===== src/rtl/print_uart_tx.sv =====
// print_uart_tx: drains the core's print port through a word FIFO and sends each
// 32-bit word on a UART 8N1 line (TX idles high).
// Build option PRINT_HEX_ASCII_EN: when defined, every word is sent as eight
// uppercase ASCII hex digits (most-significant nibble first) followed by LF.
// When undefined, every word is sent as four raw bytes, least-significant first.
module print_uart_tx #(
    parameter int BAUD_DIV = 868,
    parameter int DEPTH    = 16
) (
    input  logic                     CLK,
    input  logic                     RESET,
    input  logic [31:0]              PRINT_VAL,
    input  logic                     PRINT_EN,
    input  logic                     CLR_OVF,
    output logic                     TX,
    output logic                     BUSY,
    output logic [$clog2(DEPTH):0]   FIFO_COUNT,
    output logic                     OVERFLOW
);

    localparam int CW = $clog2(BAUD_DIV);
    localparam int PW = $clog2(DEPTH);

`ifdef PRINT_HEX_ASCII_EN
    localparam int NFRAMES = 9;
    localparam int BIW     = 4;
`else
    localparam int NFRAMES = 4;
    localparam int BIW     = 2;
`endif

    localparam logic [CW-1:0]  BAUD_LAST = CW'(BAUD_DIV - 1);
    localparam logic [BIW-1:0] LAST_BYTE = BIW'(NFRAMES - 1);
    localparam logic [PW:0]    FULL      = (PW + 1)'(DEPTH);

    typedef enum logic [1:0] {
        S_IDLE  = 2'd0,
        S_START = 2'd1,
        S_DATA  = 2'd2,
        S_STOP  = 2'd3
    } state_t;

    state_t          state;
    state_t          state_nxt;
    logic [CW-1:0]   baud_cnt;
    logic [2:0]      bit_idx;
    logic [BIW-1:0]  byte_idx;
    logic [31:0]     w_reg;
    logic [31:0]     mem [DEPTH];
    logic [PW-1:0]   wr_ptr;
    logic [PW-1:0]   rd_ptr;
    logic [PW:0]     count_nxt;
    logic            push_ok;
    logic            pop;
    logic            bit_done;
    logic            last_byte;
    logic [7:0]      cur_byte;
    logic            tx_nxt;
    logic            busy_nxt;

`ifdef PRINT_HEX_ASCII_EN
    // Uppercase ASCII for one hex nibble.
    function automatic logic [7:0] hex_ascii(input logic [3:0] n);
        if (n < 4'd10)
            return 8'h30 + {4'h0, n};
        else
            return 8'h37 + {4'h0, n};
    endfunction

    // Frame idx of a word: digits 0..7 walk from the top nibble down, frame 8 is LF.
    function automatic logic [7:0] frame_byte(input logic [31:0] w, input logic [BIW-1:0] idx);
        logic [3:0] nib;
        if (idx == 4'd8)
            return 8'h0A;
        nib = w[(5'd28 - {idx[2:0], 2'b00}) +: 4];
        return hex_ascii(nib);
    endfunction
`else
    // Frame idx of a word: raw byte idx, least-significant byte first.
    function automatic logic [7:0] frame_byte(input logic [31:0] w, input logic [BIW-1:0] idx);
        return w[{idx, 3'b000} +: 8];
    endfunction
`endif

    assign bit_done  = (baud_cnt == BAUD_LAST);
    assign last_byte = (byte_idx == LAST_BYTE);
    assign pop       = (state == S_IDLE) && (FIFO_COUNT != '0);
    // A full FIFO still accepts a push on the edge that frees a slot.
    assign push_ok   = PRINT_EN && ((FIFO_COUNT != FULL) || pop);
    assign cur_byte  = frame_byte(w_reg, byte_idx);

    // FIFO occupancy after this edge.
    always_comb begin
        count_nxt = FIFO_COUNT;
        case ({push_ok, pop})
            2'b10:   count_nxt = FIFO_COUNT + 1'b1;
            2'b01:   count_nxt = FIFO_COUNT - 1'b1;
            default: count_nxt = FIFO_COUNT;
        endcase
    end

    // FSM state register.
    always_ff @(posedge CLK or posedge RESET) begin
        if (RESET)
            state <= S_IDLE;
        else
            state <= state_nxt;
    end

    // FSM next-state: frames of one word run back to back, IDLE only between words.
    always_comb begin
        state_nxt = state;
        case (state)
            S_IDLE:  if (pop) state_nxt = S_START;
            S_START: if (bit_done) state_nxt = S_DATA;
            S_DATA:  if (bit_done && (bit_idx == 3'd7)) state_nxt = S_STOP;
            S_STOP:  if (bit_done) state_nxt = last_byte ? S_IDLE : S_START;
            default: state_nxt = S_IDLE;
        endcase
    end

    // FSM outputs: line level for the current bit and the busy flag to register.
    always_comb begin
        tx_nxt = 1'b1;
        case (state)
            S_START: tx_nxt = 1'b0;
            S_DATA:  tx_nxt = cur_byte[bit_idx];
            default: tx_nxt = 1'b1;
        endcase
        busy_nxt = (state_nxt != S_IDLE) || (FIFO_COUNT != '0);
    end

    // Registered line and busy outputs; reset forces the line idle at once.
    always_ff @(posedge CLK or posedge RESET) begin
        if (RESET) begin
            TX   <= 1'b1;
            BUSY <= 1'b0;
        end else begin
            TX   <= tx_nxt;
            BUSY <= busy_nxt;
        end
    end

    // Baud, bit and byte counters; the baud counter wraps at each bit boundary.
    always_ff @(posedge CLK or posedge RESET) begin
        if (RESET) begin
            baud_cnt <= '0;
            bit_idx  <= '0;
            byte_idx <= '0;
        end else if (state == S_IDLE) begin
            baud_cnt <= '0;
            bit_idx  <= '0;
            if (pop)
                byte_idx <= '0;
        end else begin
            baud_cnt <= bit_done ? '0 : baud_cnt + 1'b1;
            if (bit_done && (state == S_DATA))
                bit_idx <= bit_idx + 1'b1;
            if (bit_done && (state == S_STOP))
                byte_idx <= byte_idx + 1'b1;
        end
    end

    // Shift holding register loaded from the FIFO head on pop.
    always_ff @(posedge CLK) begin
        if (pop)
            w_reg <= mem[rd_ptr];
    end

    // FIFO storage; on a full push+pop the head is read before being overwritten.
    always_ff @(posedge CLK) begin
        if (push_ok)
            mem[wr_ptr] <= PRINT_VAL;
    end

    // FIFO pointers, occupancy and the sticky overflow flag (set beats clear).
    always_ff @(posedge CLK or posedge RESET) begin
        if (RESET) begin
            wr_ptr     <= '0;
            rd_ptr     <= '0;
            FIFO_COUNT <= '0;
            OVERFLOW   <= 1'b0;
        end else begin
            if (push_ok)
                wr_ptr <= wr_ptr + 1'b1;
            if (pop)
                rd_ptr <= rd_ptr + 1'b1;
            FIFO_COUNT <= count_nxt;
            if (PRINT_EN && !push_ok)
                OVERFLOW <= 1'b1;
            else if (CLR_OVF)
                OVERFLOW <= 1'b0;
        end
    end

endmodule


===== config.mk =====
export PLATFORM = sky130hd
export DESIGN_NAME = print_uart_tx
export DESIGN_NICKNAME = d
export VERILOG_FILES = /design/src/rtl/print_uart_tx.sv
export SDC_FILE = /design/constraint.sdc
export NUM_CORES = 1
export LEC_CHECK = 0
export CAP_MARGIN = 20
export CORE_ASPECT_RATIO = 1.75
export CORE_MARGIN = 5
export CORE_UTILIZATION = 55
export DETAILED_ROUTE_END_ITERATION = 8
export HOLD_SLACK_MARGIN = 0.12
export PLACE_DENSITY = 0.71
export REMOVE_ABC_BUFFERS = 1
export SYNTH_ARGS = -nofsm -noshare
export SYNTH_HDL_FRONTEND = slang
export SYNTH_SLANG_ARGS = --single-unit

===== constraint.sdc =====
create_clock -name CLK -period 11.1 [get_ports CLK]
set_input_delay 3.33 -clock CLK [delete_from_list [all_inputs] [get_ports CLK]]
set_output_delay 3.33 -clock CLK [all_outputs]
set_load 0.02 [all_outputs]

[Yosys cells after proc, flatten, opt, wreduce, memory -nomap -nowiden]
Memory sizes are Yosys's and may differ from the RTL's. A register that Yosys moved wholly into a read port is not among the register bits.
Cells that the tools add are included.
Storage, ports and cells
  flip-flop bits (word level): 33
  bits in writable memories: 512
  input port bits: 36
  output and inout bits: 8
  logic and storage cells: 68
  memories: 1
Operators by class
  add/subtract/negate cells: 7
  magnitude comparators: 1
  equality and inequality tests: 10
  shift operators: 1
  mux-type cells: 21
  reduce and logical (&&, ||, !) cells: 17
Memory list
  mem: words 16, width 32, read ports 1, clocked after Yosys merged registers in 1, wr ports 1, RTL line 49  | logic [31:0] mem [DEPTH];
Operator list (number)
  $shiftx 32x6->8: 1
  $mux 10: 2
  $mux 2: 7
  $add 10x1->10 const B: 1
  $eq 10x10->1 const B: 1
  $pmux 5 s2: 1
  $reduce_bool 2->1: 5
  $add 4x1->4 const B: 2
  $eq 2x2->1 const B: 4
  $pmux 2 s4: 1
  $logic_and 1x1->1: 6
  $mux 1: 6
  $mux 3: 2
  $add 5x1->5 const B: 1
  $ne 5x5->1 const B: 1
  $reduce_bool 5->1: 1
  $sub 5x1->5 const B: 1
  $eq 2x1->1 const B: 2
  $lt 3x4->1 const B: 1
  $add 3x1->3 const B: 1
  $bmux 1 s3: 1
  $eq 3x3->1 const B: 1
  $add 2x1->2 const B: 1
  $logic_not 2->1: 1
  5 further kinds: 6

[Logic depth before layout (Yosys ltp)]
Gate-level depths: netlist of run 1.
  depth after elaboration: 7
  depth in mapped cells: 11
  gate-level depth less buffers: 10

[Worst setup path before layout of run 1]
OpenSTA, ideal clock, no wires.
  path kind: input to register
  from: input port PRINT_EN
  to: memory mem[3][0] (enable)
  setup time: 0.461 ns
  arrival time: 6.047 ns
  required time: 10.639 ns
  path slack: 4.592 ns
  cell stages on the path: 4
  buffers on the path: 1
  path through: o21a_1 > clkbuf_1 > nand2_1 > nor3_1
On the way
  cells in the longest elaborated chain, start to end: 3
RTL lines
  start: declaration: RTL line 13  | input logic PRINT_EN,
  $logic_and 1x1->1: RTL line 89  | assign push_ok = PRINT_EN && ((FIFO_COUNT != FULL) || pop);
  $mux 1: RTL line 172  | if (push_ok)
  $mux 1 (implied by the code): RTL line 173  | mem[wr_ptr] <= PRINT_VAL;
  end: declaration: RTL line 49
Every way passes these cells.

[Final worst setup path of run 1]
  from: input port PRINT_EN
  to: memory mem[7][0] (enable)
The elaborated chain is that of the path after synthesis.

==> reports/qor.yml, run 1 <==
status: "finished clean"
cts_resized: 0
routabilityCongestion: 0.794
core_sq_mm: 0.0401
p_clk_share_pct: 29.7
syn_avg_cell_area_sq_um: 23.3
period_needed_ns: 5.51
synth_compound_area_share_pct: 0.986
power-per-cell-area_mw_per_mm2: 242
clk_latency_ns: 0.59
grt_pass1_wl_mm: 64.3
htree_num_levels: 2
postCtsHoldBufs: 0
hp-class: "register to register"
worstMarginPinSlew_ns: 1.10
cts_root_buffer: "clkbuf_16"
wl_mm: 42.5
clock-sinks: 577
hold_viol: 0
p_leak_nw: 7.90
synth_area_leaders: "edfxtp_1, mux4_2, dfrtp_1"
max-cap-violations: 0
vias_per_cell: 6.31
n_antenna_cell: 0
async_flop_share_pct: 5.72
first_pass_iters: 5
fmax_ghz: 0.182
pre_cts_ws_ns: 5.04
finClkSkew_ns: 0.0261
p_switching_mw: 1.63
worstSetupEndpointType: "register"
ir_drop_mv: 0.178
critPathKind: "input pin to register"
tritoncts: "done"
grt_max_degree: 96
synth-simple-area-share_pct: 1.75
num_rows: 97
die_y_um: 276
io_buffer_count: 43
pin_count: 44
synth_fa_ha_area_share_pct: 0.766
critical_path_required_ns: 11.29
combPwrFrac_pct: 23.8
drive_gt1_share_pct: 27.4
drv_slew: 0
start_util_pct: 55.5
setup_tns_ns: 0
rsz0062_at_grt: "false"
synth_top_area_cell: "edfxtp_1"
final_util_pct: 62.8
p_seq_share_pct: 46.5
synth_edf_count: 544
timing.final.ws_setup_ns: 5.59
ys_ff_latch: 577
worstPathArrival_ns: 5.69
synth_top_family_by_area: "multiplexers"
slew_headroom_pct: 26.7
vias: 9793
cp-start-kind: "input pin"
synthCells: 953
synth_area_sq_mm: 0.0222
synth.top_cell.area_share_pct: 73.6
min_path_cells: 1
dpl_cell_area_sq_mm: 0.0233
ys_seq_area_share_pct: 77.3
grt.overflow.total: 0
fillers: 2612
stdcell_area_sq_mm: 0.0251
cts_setup_buffers: 0
crit_fanout: 32
internal_power_mw: 4.45
die-area_sq_mm: 0.0447
grt_pass1_vias: 10200
wl_per_cell_um: 27.4
grt_util_all_layers_pct: 19.3
reg2reg_depth: 4
drt-initial-drc-count: 877
finalNetCount: 1067
antenna_found_initial: 0
muxShareOfSynthArea_pct: 17.5
sw_frac_of_total_pct: 26.8
p_total_mw: 6.08
synth_flop_cell: "edfxtp_1"
synth_xor_area_share_pct: 0.631
synth_warnings: 0
post-dp-hpwl_mm: 25.2
areaGrowthSynthToFinish_pct: 13.2
cts_max_path_buffers: 3
cts_buffers: 49
largest_reg_flops: 512
cts.clk_slew.worst_paths_ns: 0.06
die_w_um: 162
final_antenna_net_count: 0
drc: 0
yosysUniqueCellTypes: 49
min_period_over_period_pct: 49.6
setup_viol: 0
## critical path, stage by stage
cell and delay [ns]:
clkdlybuf4s50_1 0.66, o21a_1 0.38, nand2_1 0.37, nor2_4 0.94
## synthesized netlist by cell type, drive strengths merged, types with 5 or more instances
| cell type | number |
|---|---|
| mux2i | 7 |
| buf | 24 |
| dfrtp | 32 |
| nor2 | 28 |
| mux4 | 167 |
| nand2 | 17 |
| inv | 14 |
| a21oi | 5 |
| nand3 | 8 |
| edfxtp | 544 |
| clkbuf | 22 |
| o21ai | 10 |
| xnor2 | 13 |
| ha | 12 |
## cells in the final DEF, fill, tap and decap left out, drive strengths merged, types with 3 or more instances in the layout
master,netlist,layout
edfxtp,544,544
mux4,167,167
clkbuf,22,56
clkdlybuf4s50,0,43
dfrtp,32,32
nor2,28,28
clkinv,0,18
nand2,17,17
inv,14,17
buf,24,17
xnor2,13,13
ha,12,12
bufinv,0,10
o21ai,10,10
nand3,8,8
mux2i,7,7
a21oi,5,5
nand4,4,4
nand2b,4,4
nor3,4,4
mux2,4,4
nor4,3,3
xor2,3,3
## power groups by stage
| stage | Combinational [mW] | Sequential, mW | Clock (mW) |
|---|---|---|---|
| after floorplan | 1.00 | 2.98 | 0 |
| after global placement | 1.41 | 2.86 | 0 |
| after detailed placement | 1.44 | 2.88 | 0 |
| after CTS | 1.45 | 2.83 | 1.83 |
| after global routing | 1.55 | 2.86 | 1.93 |
| final | 1.45 | 2.83 | 1.81 |
## worst paths after layout
| kind | from | slack (ns) | to |
|---|---|---|---|
| hold / removal | baud_cnt[0] | 0.49 | baud_cnt[0] |
| max in group asynchronous | RESET | 7.59 | rd_ptr[1] |
| hold reg to reg | baud_cnt[0] | 0.49 | baud_cnt[0] |
| setup / recovery | PRINT_EN | 5.59 | mem[7][0] |
| min in group asynchronous | RESET | 3.16 | baud_cnt[4] |
| setup reg to reg | rd_ptr[1] | 7.63 | w_reg[13] |
## cell families after synthesis
logic type / count (synthesis)
AOI/OAI and AO/OA: 29
xor gates and xnor gates: 16
adders and majority gates: 13
buffers and inverters: 60
DFF: 577
muxes: 178
and+or+nand+nor: 80
## per-stage QoR
stage | hold slack (ns) | std cells
floorplan | 0.455 | 907
global placement | 0.475 | 1456
detailed placement | 0.484 | 1458
CTS | 0.492 | 1547
global route | 0.510 | 1551
finish | 0.486 | 1551
## layer usage
layer  global-route usage (%)  part of all wire, %  routed length, um  vias up
li1                         -                    -                  -     4151
met1                     28.6                   41              17500     5278
met2                     31.4                   52              21900      318
met3                     2.57                  5.6               2400       46
met4                     4.43                  1.6                687        0
met5                        0                    0                  0        -
## cell type report
class	instances	area [sq um]	share of cell area, %
multi-input cells	316	4910	19.5
clock buffers	56	1250	4.98
repair buffers	60	691	2.75
inverters	14	52.6	0.209
well taps	495	619	2.46
clock inverters	33	450	1.79
flip-flops and latches	577	17200	68.3
Power figures use the tool's default switching activity.
==> inputs of run 2 (changes only) <==
--- a/config.mk
+++ b/config.mk
@@ -11,7 +11,7 @@
 export CORE_UTILIZATION = 55
 export DETAILED_ROUTE_END_ITERATION = 8
 export HOLD_SLACK_MARGIN = 0.12
-export PLACE_DENSITY = 0.71
+export PLACE_DENSITY = 0.74
 export REMOVE_ABC_BUFFERS = 1
 export SYNTH_ARGS = -nofsm -noshare
 export SYNTH_HDL_FRONTEND = slang
==> constraint.sdc (replaced) <==
create_clock -name CLK -period 4.7 [get_ports CLK]
set_input_delay 1.41 -clock CLK [delete_from_list [all_inputs] [get_ports CLK]]
set_output_delay 1.41 -clock CLK [all_outputs]
set_load 0.02 [all_outputs]
==> run 2 against run 1 <==
Net effect: core utilization is 0.11 points higher; routed wire length increased by 14%; clock-buffer cell count increased by 13; clock skew decreased by 0.0098 ns; sequential share of layout area shrank 0.12 points; sequential cell count stayed put; sequential power increased by 130%.
==> reports/qor.yml, run 2 (same netlist as run 1, synthesis figures left out) <==
drt-initial-drc-count: 1134
wl_mm: 48.4
antenna_found_initial: 0
drc: 0
holdWs_ns: 0.504
post-dp-hpwl_mm: 30.7
cts_max_path_buffers: 3
worstSetupEndpointType: "register"
io_buffer_count: 43
pin_count: 44
vias_per_cell: 6.33
wl_met2_mm: 27.2
areaGrowthSynthToFinish_pct: 13.4
critical_path_required_ns: 4.98
grt_util_all_layers_pct: 22.3
n_antenna_cell: 0
clock-sinks: 577
drv_slew: 0
final_common_cell: "edfxtp_1"
tritoncts: "done"
wl_met3_mm: 2.41
core_sq_mm: 0.0401
clk_latency_ns: 0.58
cp-start-kind: "input pin"
die_y_um: 276
first_pass_iters: 5
num_rows: 97
reg2reg_depth: 10
worstMarginPinSlew_ns: 1.01
place_inst: 1478
final_cell_mix: "edfxtp_1, mux4_2, clkbuf_16"
slew_headroom_pct: 32.2
largest_reg_flops: 512
p_total_mw: 14.3
cts_root_buffer: "clkbuf_16"
hp-class: "register to register"
grt_pass1_vias: 10700
final_util_pct: 62.9
hold_viol: 0
period_needed_ns: 3.30
wl_met1_mm: 16.4
max-cap-violations: 0
rsz0062_at_grt: "false"
setup_viol: 0
dpl_cell_area_sq_mm: 0.0235
cts_buffers: 50
dr.max_layer_used: "met4"
min_period_over_period_pct: 70.3
stdcell_area_sq_mm: 0.0252
min_path_cells: 1
drive_gt1_share_pct: 28.4
fillers: 2581
grt_pass1_wl_mm: 71.3
fmax_ghz: 0.303
die_w_um: 162
grt_max_degree: 97
final_antenna_net_count: 0
cts_setup_buffers: 0
postCtsHoldBufs: 0
cts.clk_slew.worst_paths_ns: 0.06
grt.overflow.total: 0
die-area_sq_mm: 0.0447
worstPathArrival_ns: 3.58
crit_fanout: 17
fin_cells: 1571
vias: 9938
cts_resized: 0
p_leak_nw: 7.96
htree_num_levels: 2
ir_drop_mv: 0.519
wl_per_cell_um: 30.8
r2r_slack_ns: 1.73
routabilityCongestion: 0.831
finalNetCount: 1084
status: "finished clean"
finClkSkew_ns: 0.0163
critPathKind: "input pin to register"
power-per-cell-area_mw_per_mm2: 569
start_util_pct: 55.5
[run 2: cell count changes in the layout (fill, tap and decap cells not counted), sizes merged]
cell      change
buf          +16
clkbuf       +13
bufinv        -6
inv           -3
clkinv        +1
clkinvlp      -1
[run 2: cell type report]
| class | instances | area [sq um] | area share (%) |
|---|---|---|---|
| inverters | 14 | 52.6 | 0.209 |
| repair buffers | 76 | 766 | 3.04 |
| flip-flops and latches | 577 | 17200 | 68.2 |
| multi-input cells | 316 | 4910 | 19.5 |
| clock buffers | 69 | 1450 | 5.74 |
| well taps | 495 | 619 | 2.46 |
| clock inverters | 24 | 224 | 0.889 |
[run 2: per-stage QoR]
stage                     TNS, ns  setup slack (ns)
final                           0              1.40
after CTS                       0              1.45
after detailed placement        0             0.813
after global placement          0             0.879
after global routing            0              1.32
after floorplan            -57.44             -1.67
[run 2: final timing paths]
check	start	to
worst max-delay path	PRINT_EN	mem[7][7]
worst min-delay path	baud_cnt[0]	baud_cnt[0]
worst max register to register	state[0]	FIFO_COUNT[4]
worst min register to register	baud_cnt[0]	baud_cnt[0]
max in group asynchronous	RESET	rd_ptr[0]
min in group asynchronous	RESET	OVERFLOW
[run 2: worst max-delay path, stage by stage]
cell and delay [ns]:
clkdlybuf4s50_1 0.63, o21a_1 0.39, nand2_1 0.33, nor2_4 0.57, buf_12 0.24
[run 2: report_power, final]
group          switching [mW]  internal (mW)  leakage (nW)
logic                    1.79           1.77          1.81
registers               0.364           6.28          5.32
clock network            1.78           2.37         0.823
total                    3.93           10.4          7.96
[run 2: routing by layer]
metal	vias to the layer above	track usage, %
met5	-	0
met4	0	9.94
met3	96	2.67
met2	370	41.4
met1	5302	26.1
li1	4170	-
